<file path="src/rtl/cmp_pkg.sv">
// Shared types for the wide-operand compare sequencer: FSM state encoding
// and bit positions inside the NZCV flag register.
package cmp_pkg;

  typedef enum logic [1:0] {
    ST_IDLE = 2'd0,
    ST_RUN  = 2'd1,
    ST_DONE = 2'd2
  } cmp_state_e;

  localparam int N_BIT = 3;
  localparam int Z_BIT = 2;
  localparam int C_BIT = 1;
  localparam int V_BIT = 0;

endpackage

</file>
<file path="src/rtl/cmp_chunk.sv">
// Combinational unsigned compare of one WIDTH-bit chunk; exactly one of
// gt/lt/eq is high for any input pair.
module cmp_chunk #(
  parameter int WIDTH = 4
) (
  input  logic [WIDTH-1:0] x,
  input  logic [WIDTH-1:0] y,
  output logic             gt,
  output logic             lt,
  output logic             eq
);

  always_comb begin
    gt = (x > y);
    lt = (x < y);
    eq = (x == y);
  end

endmodule

</file>
<file path="src/rtl/cmp_sequencer.sv">
// Multi-cycle compare of two CHUNKS*WIDTH-bit operands, MSB chunk first,
// through a single chunk comparator; result latched into NZCV flags.
module cmp_sequencer
  import cmp_pkg::*;
#(
  parameter int WIDTH  = 4,
  parameter int CHUNKS = 4
) (
  input  logic                    clk,
  input  logic                    rst_n,
  input  logic                    req_valid,
  output logic                    req_ready,
  input  logic [WIDTH*CHUNKS-1:0] a_in,
  input  logic [WIDTH*CHUNKS-1:0] b_in,
  input  logic                    signed_cmp,
  input  logic                    abort,
  output logic                    rsp_valid,
  input  logic                    rsp_ready,
  output logic                    rsp_gt,
  output logic                    rsp_lt,
  output logic                    rsp_eq,
  output logic [3:0]              flags_nzcv
);

  localparam int W  = WIDTH * CHUNKS;
  localparam int IW = (CHUNKS > 1) ? $clog2(CHUNKS) : 1;
  localparam logic [IW-1:0] IDX_TOP = IW'(CHUNKS - 1);

  cmp_state_e                     state_q, state_d;
  logic [CHUNKS-1:0][WIDTH-1:0]   opa_q, opa_d;
  logic [CHUNKS-1:0][WIDTH-1:0]   opb_q, opb_d;
  logic [IW-1:0]                  idx_q, idx_d;
  logic                           gt_q, gt_d;
  logic                           lt_q, lt_d;
  logic                           eq_q, eq_d;
  logic [3:0]                     flags_q, flags_d;

  logic c_gt, c_lt, c_eq;

  cmp_chunk #(.WIDTH(WIDTH)) u_chunk (
    .x  (opa_q[idx_q]),
    .y  (opb_q[idx_q]),
    .gt (c_gt),
    .lt (c_lt),
    .eq (c_eq)
  );

  always_comb begin
    state_d = state_q;
    opa_d   = opa_q;
    opb_d   = opb_q;
    idx_d   = idx_q;
    gt_d    = gt_q;
    lt_d    = lt_q;
    eq_d    = eq_q;
    flags_d = flags_q;
    case (state_q)
      ST_IDLE: begin
        if (req_valid) begin
          // Flipping both sign bits maps two's complement onto offset binary,
          // so the chunk comparator only ever needs an unsigned compare.
          opa_d = a_in;
          opb_d = b_in;
          opa_d[CHUNKS-1][WIDTH-1] = a_in[W-1] ^ signed_cmp;
          opb_d[CHUNKS-1][WIDTH-1] = b_in[W-1] ^ signed_cmp;
          idx_d   = IDX_TOP;
          state_d = ST_RUN;
        end
      end
      ST_RUN: begin
        if (abort) begin
          state_d = ST_IDLE;
        end else if (!c_eq || (idx_q == '0)) begin
          gt_d           = c_gt;
          lt_d           = c_lt;
          eq_d           = c_eq;
          flags_d        = '0;
          flags_d[N_BIT] = c_lt;
          flags_d[Z_BIT] = c_eq;
          flags_d[C_BIT] = 1'b0;
          flags_d[V_BIT] = 1'b0;
          state_d        = ST_DONE;
        end else begin
          idx_d = idx_q - 1'b1;
        end
      end
      ST_DONE: begin
        if (rsp_ready) begin
          gt_d    = 1'b0;
          lt_d    = 1'b0;
          eq_d    = 1'b0;
          state_d = ST_IDLE;
        end
      end
      default: begin
        gt_d    = 1'b0;
        lt_d    = 1'b0;
        eq_d    = 1'b0;
        state_d = ST_IDLE;
      end
    endcase
  end

  always_ff @(posedge clk or negedge rst_n) begin
    if (!rst_n) begin
      state_q <= ST_IDLE;
      opa_q   <= '0;
      opb_q   <= '0;
      idx_q   <= '0;
      gt_q    <= 1'b0;
      lt_q    <= 1'b0;
      eq_q    <= 1'b0;
      flags_q <= '0;
    end else begin
      state_q <= state_d;
      opa_q   <= opa_d;
      opb_q   <= opb_d;
      idx_q   <= idx_d;
      gt_q    <= gt_d;
      lt_q    <= lt_d;
      eq_q    <= eq_d;
      flags_q <= flags_d;
    end
  end

  assign req_ready  = (state_q == ST_IDLE);
  assign rsp_valid  = (state_q == ST_DONE);
  assign rsp_gt     = gt_q;
  assign rsp_lt     = lt_q;
  assign rsp_eq     = eq_q;
  assign flags_nzcv = flags_q;

endmodule
</file>
<file path="config.mk">
export PLATFORM = sky130hd
export DESIGN_NAME = cmp_sequencer
export DESIGN_NICKNAME = d
export VERILOG_FILES = /design/src/rtl/cmp_pkg.sv /design/src/rtl/cmp_chunk.sv /design/src/rtl/cmp_sequencer.sv
export SDC_FILE = /design/constraint.sdc
export NUM_CORES = 1
export LEC_CHECK = 0
export CAP_MARGIN = 20
export CORE_MARGIN = 5
export CORE_UTILIZATION = 40
export DETAILED_ROUTE_END_ITERATION = 10
export PLACE_DENSITY = 0.75
export SETUP_SLACK_MARGIN = 0.4
export SYNTH_ARGS = -nofsm -noshare
export SYNTH_HDL_FRONTEND = slang
export SYNTH_SLANG_ARGS = --single-unit
export TNS_END_PERCENT = 100
</file>
<file path="constraint.sdc">
create_clock -name clk -period 3.2 [get_ports clk]
set_clock_uncertainty 0.2 [all_clocks]
set_input_delay 0.96 -clock clk [delete_from_list [all_inputs] [get_ports clk]]
set_output_delay 0.96 -clock clk [all_outputs]
set_load 0.1 [all_outputs]
</file>
==> impl_metrics.py, run 1 <==
metrics = {
    "outcome": {
        "outcome": "finished clean",
    },
    "synthesis": {
        "yosys.area.top_type": "dfrtp_1",
        "synthCells": 144,
        "synth_seq_cells": 41,
        "async_flop_share": 1.00,
        "synth_edf_count": 0,
        "synth.cell_area_um2": 2090,
        "yosysSeqAreaShare": 0.491,
        "synth_flop_cell": "dfrtp_1",
        "yosysTopAreaCellShare": 0.491,
        "synth_warnings": 0,
        "synth_area_leaders": "dfrtp_1 49%, mux2_4 19%, mux4_2 8.6%",
        "yosysUniqueCellTypes": 30,
        "synth_most_common_cell": "dfrtp_1",
        "synth_area_per_cell_um2": 14.5,
        "synth_common_cells": "41 x dfrtp_1, 26 x mux2_4, 11 x inv_1",
    },
    "timing": {
        "rsz0062_at_grt": "false",
        "fin_worst_hold_slack_ps": 295,
        "fmax_mhz": 381,
        "post-route-min-period_ps": 2630,
        "period_share": 0.821,
        "setup_ws_ps": 574,
        "relSlewSlack": 0.421,
        "worst_pin_slew_ps": 869,
        "setup_viol": 0,
        "slew_viol_final": 0,
        "tns_ps": 0,
        "hold_viol": 0,
    },
    "layout": {
        "nFillCells": 447,
        "design_area_um2": 2650,
        "utilization": 0.518,
        "drive_gt1_frac": 0.326,
        "ff_latch_area_um2": 1030,
        "final_cells": 260,
        "antennaDiodeCount": 0,
        "multi_input_area_um2": 941,
        "fin_nets": 233,
        "synthToLayoutAreaGrowth_pct": 26.6,
    },
    "pwr": {
        "sw_frac_of_total": 0.372,
        "power_frac_seq": 0.354,
        "peakVddDrop_v": 0.000430,
        "p_sw_mw": 1.01,
        "intPower_mw": 1.70,
        "power_leakage_nw": 1.20,
        "power_mw": 2.71,
        "comb_power_share": 0.500,
        "power_density_nw_per_um2": 1020,
        "power_frac_clock": 0.146,
    },
    "drt": {
        "drc": 0,
        "vias": 1220,
        "vias_per_cell": 4.69,
        "first_iter_violations": 17,
        "ant_nets": 0,
        "dr_wl_met2_um": 1650,
        "maxUsedRoutingLayer": "met4",
        "met1_length_um": 1670,
        "drt_wl_total_um": 3590,
        "post_drt_wl_per_cell_um": 13.8,
        "drt_first_pass_iters": 2,
        "route.met3.wl_um": 221,
    },
    "clocking": {
        "cts-hold-fix-buffers": 0,
        "clk_pin_slew_worst_paths_ps": 80,
        "root_buffer": "clkbuf_8",
        "h-tree-depth": 2,
        "cts_sinks": 41,
        "insertion_delay_ps": 290,
        "cts_buffer_depth": 2,
        "cts_buffers": 5,
        "cts_tree": "yes",
    },
    "floorplan": {
        "core_area_um2": 5110,
        "ioPinCount": 47,
        "start_util": 0.409,
        "rows": 26,
        "die_width_um": 82.3,
        "die-area_um2": 6770,
        "die_y_um": 82.3,
    },
    "critical_path": {
        "worstSetupPathType": "reg2reg",
        "timing.rr.start": "idx_q[0]",
        "cp_data_arrival_time_ps": 2600,
        "crit_required_ps": 3180,
        "crit_fanout": 11,
        "endpoint_kind": "register",
        "start_kind": "register",
        "setup.worst_path.start": "idx_q[0]",
    },
    "grt": {
        "grt_pass1_wl_um": 6060,
        "grt_pass1_vias": 1264,
        "grt_overflow_total": 0,
        "track_usage": 0.121,
        "antenna_found_initial": 0,
        "grt_max_degree": 42,
    },
    "hold_path": {
        "worstHoldStart": "flags_nzcv[3]",
        "worstHoldPathType": "reg2reg",
    },
    "placed_design": {
        "hpwlAfterDp_um": 2780,
        "routabilityCongestion": 0.737,
        "place_inst": 252,
        "placed_cell_area_um2": 2530,
        "port-buffer-count": 44,
        "pre_cts_ws_ps": 359,
    },
    "run": {
        "cap_violations": 0,
    },
}
-- per-layer routing --
metal,GRT usage,vias up
li1,-,591
met3,0.0456,6
met2,0.183,30
met4,0.0449,0
met1,0.156,593
met5,0,-
-- cells in the final DEF, fill, tap and decap left out --
cell type | synthesis | layout
nor4_2 | 1 | 1
dfrtp_2 | 0 | 1
buf_4 | 2 | 8
clkbuf_8 | 0 | 5
nand2b_1 | 1 | 1
mux2_2 | 5 | 5
nand4_2 | 1 | 1
nor2_2 | 2 | 2
o21ai_0 | 6 | 6
ha_1 | 5 | 5
clkdlybuf4s50_1 | 0 | 36
nor3b_1 | 1 | 1
conb_1 | 1 | 2
mux4_2 | 8 | 8
o21a_1 | 2 | 2
buf_12 | 2 | 1
o22ai_1 | 1 | 1
bufinv_16 | 0 | 1
clkinv_2 | 0 | 1
o211ai_1 | 1 | 1
and2_4 | 1 | 1
buf_2 | 1 | 1
nor2_1 | 2 | 2
a21oi_1 | 4 | 4
xnor2_1 | 2 | 2
dfrtp_1 | 41 | 40
mux2_4 | 26 | 26
and2b_1 | 1 | 1
mux2_1 | 2 | 2
nand2_1 | 8 | 8
nor2b_1 | 2 | 2
or2b_1 | 1 | 1
inv_1 | 11 | 11
-- power groups by stage --
stage | clock, mW | sequential [mW] | combinational, mW
2_1_floorplan | 0 | 1.02 | 1.06
3_3_place_gp | 0 | 0.968 | 1.34
3_5_place_dp | 0 | 0.972 | 1.36
4_1_cts | 0.409 | 0.965 | 1.37
5_1_grt | 0.427 | 0.995 | 1.48
6_report | 0.396 | 0.958 | 1.35
-- final timing paths --
kind	endpoint	slack, ps	depth (start not counted)
min in group asynchronous	opa_q[8]	580	1
max in group asynchronous	idx_q[0]	1630	1
worst min-delay path	flags_nzcv[3]	300	2
worst max register to register	idx_q[1]	570	6
worst max-delay path	idx_q[1]	570	6
worst min register to register	flags_nzcv[3]	300	2
-- registers in the layout, indices dropped and copies added, names as in the netlist --
signal / cells
idx_q: 2
opa_q: 16
rsp_eq: 1
rsp_lt: 1
opb_q: 16
state_q: 2
flags_nzcv: 2
rsp_gt: 1
-- timing repair --
item,CTS,global route
buffers inserted,0,1
resized for setup,1,0
cloned,0,0
endpoints found under the setup margin,2,1
-- layout make-up --
class	count	share of cell area
inverters	11	0.0156
clock buffers	5	0.0260
multi-input cells	85	0.356
repair buffers	46	0.168
flip-flops and latches	41	0.388
well taps	70	0.0331
clock inverters	2	0.0132
-- cells by family (layout without fill, tap and decap cells) --
logic type	after synthesis	after routing	share of synthesized area
mux	41	41	0.311
flops	41	41	0.491
simple gates	21	21	0.0598
buf+inv	19	64	0.0610
compound gates	14	14	0.0377
fa+ha+maj	5	5	0.0299
xor+xnor	2	2	0.00838
other cells	1	2	0.00179
-- worst max-delay path: stages (launching register included) --
cell     delay [ps]
dfrtp_2         540
mux4_2          540
ha_1            340
nand4_2         190
nor4_2          280
nor2_2          100
mux2_1          320
No activity file was read; power rests on OpenSTA's default activity.
==> run 2, diff against run 1 <==
Settings changed: PLACE_DENSITY 0.75 to 0.77.
Clock period 3.2 ns to 2.17 ns, I/O delays scaled along.
==> impl_metrics.py, run 2 (synthesis gave the netlist of run 1 again) <==
metrics = {
    "outcome": {
        "outcome": "finished, violations left",
        "violations": "negative setup slack",
    },
    "pwr": {
        "peakVddDrop_v": 0.000702,
        "power_density_nw_per_um2": 1610,
        "power_frac_seq": 0.268,
        "power_frac_clock": 0.093,
        "power_leakage_nw": 1.50,
        "p_sw_mw": 1.92,
        "sw_frac_of_total": 0.363,
        "comb_power_share": 0.639,
        "intPower_mw": 3.38,
    },
    "critical_path": {
        "cp_data_arrival_time_ps": 2410,
        "path_cells": "buf_12 -> buf_16 -> mux4_2 -> inv_2 -> ha_4 -> nand4_4 -> buf_6 -> o21ai_2 -> nand2_1 -> mux2_2",
        "crit_fanout": 4,
        "cp.depth": 10,
        "worstSetupPathType": "reg2reg",
        "endpoint_kind": "register",
        "crit_required_ps": 2150,
        "critPathSlowestCell": "mux4_2",
        "start_kind": "register",
        "r2r_cells": 10,
        "cp.buffers_inverters": 4,
        "max_stage_delay_ps": 500,
        "critPathTopFamily": "multiplexers",
    },
    "floorplan": {
        "die-area_um2": 6770,
        "ioPinCount": 47,
        "core_area_um2": 5110,
        "start_util": 0.409,
        "die_y_um": 82.3,
        "die_width_um": 82.3,
        "rows": 26,
    },
    "grt": {
        "grt_pass1_wl_um": 8160,
        "track_usage": 0.167,
        "grt_overflow_total": 0,
        "grt_max_degree": 24,
        "antenna_found_initial": 0,
        "grt_pass1_vias": 1634,
    },
    "drt": {
        "first_iter_violations": 32,
        "vias_per_cell": 4.75,
        "ant_nets": 0,
        "drt_first_pass_iters": 4,
        "post_drt_wl_per_cell_um": 16.1,
        "vias": 1434,
        "drt_wl_total_um": 4850,
        "drc": 0,
    },
    "timing": {
        "hold_viol": 0,
        "post-route-min-period_ps": 2430,
        "slew_viol_final": 0,
        "rsz0062_at_grt": "true",
        "fmax_mhz": 412,
        "period_share": 1.12,
        "setup_ws_ps": -257,
        "setup_viol": 9,
        "tns_ps": -1640,
    },
    "placed_design": {
        "routabilityCongestion": 0.734,
        "place_inst": 279,
        "pre_cts_ws_ps": -321,
        "hpwlAfterDp_um": 3220,
        "port-buffer-count": 44,
    },
    "clocking": {
        "root_buffer": "clkbuf_8",
        "cts_sinks": 41,
        "h-tree-depth": 2,
        "cts-hold-fix-buffers": 0,
        "cts_buffer_depth": 2,
        "insertion_delay_ps": 300,
        "clk_pin_slew_worst_paths_ps": 80,
        "cts_buffers": 5,
        "cts_tree": "yes",
    },
    "layout": {
        "layout_common_cells": "39 x dfrtp_1, 35 x clkdlybuf4s50_1, 32 x mux2_4",
        "fin_nets": 275,
        "synthToLayoutAreaGrowth_pct": 57.9,
        "drive_gt1_frac": 0.500,
        "reg_top3": "opa_q x16, opb_q x16",
        "final_cells": 302,
        "final_common_cell": "dfrtp_1",
        "antennaDiodeCount": 0,
    },
    "run": {
        "cap_violations": 0,
    },
    "hold_path": {
        "worstHoldPathType": "in2async",
    },
}
## run 2: metal layers
| metal | share of wire | track usage | vias up | routed length [um] |
|---|---|---|---|---|
| li1 | - | - | 676 | - |
| met1 | 0.40 | 0.194 | 708 | 1930 |
| met2 | 0.53 | 0.287 | 41 | 2580 |
| met3 | 0.054 | 0.0521 | 9 | 262 |
| met4 | 0.018 | 0.0615 | 0 | 85 |
| met5 | 0 | 0 | - | 0 |
## run 2: path summary, 6_finish.rpt
| check | startpoint | endpoint | slack (ps) |
|---|---|---|---|
| setup / recovery | idx_q[0] | rsp_eq | -260 |
| hold / removal | rst_n | opb_q[10] | 80 |
| setup reg to reg | idx_q[0] | rsp_eq | -260 |
| hold reg to reg | opb_q[3] | opb_q[3] | 320 |
| max in group asynchronous | rst_n | idx_q[0] | 1200 |
| min in group clk | opb_q[3] | opb_q[3] | 320 |
## run 2: per-stage QoR
step | utilization | power, mW | area [um^2] | hold WS [ps]
2_1_floorplan | - | 3.31 | 2150 | 155
3_3_place_gp | 0.573 | 4.21 | 2920 | 298
3_5_place_dp | 0.573 | 4.29 | 2920 | 293
4_1_cts | 0.640 | 5.26 | 3270 | 89.6
5_1_grt | 0.646 | 5.64 | 3300 | 103
6_report | 0.646 | 5.30 | 3300 | 81.0
## run 2: what timing repair did
action	CTS	global route
endpoints found under the hold margin	0	0
setup endpoints to repair	30	26
cloned	4	0
resized for setup	18	3
pin swaps	4	3
buffers inserted	9	3
## run 2: layout make-up
| type | instances | area [um^2] |
|---|---|---|
| Fill cell | 371 | 1810 |
| Multi-Input combinational cell | 85 | 1040 |
| Sequential cell | 41 | 1030 |
| Timing Repair Buffer | 88 | 1020 |
| Tap cell | 70 | 87.6 |
| Clock buffer | 6 | 72.6 |
| Inverter | 11 | 45.0 |
| Clock inverter | 1 | 8.76 |
## run 2: power groups by stage
stage / Clock (mW) / Combinational (mW) / Sequential (mW)
floorplan: 0 / 1.80 / 1.51
global placement: 0 / 2.80 / 1.41
detailed placement: 0 / 2.87 / 1.42
CTS: 0.502 / 3.34 / 1.42
global route: 0.541 / 3.62 / 1.48
finish: 0.494 / 3.39 / 1.42
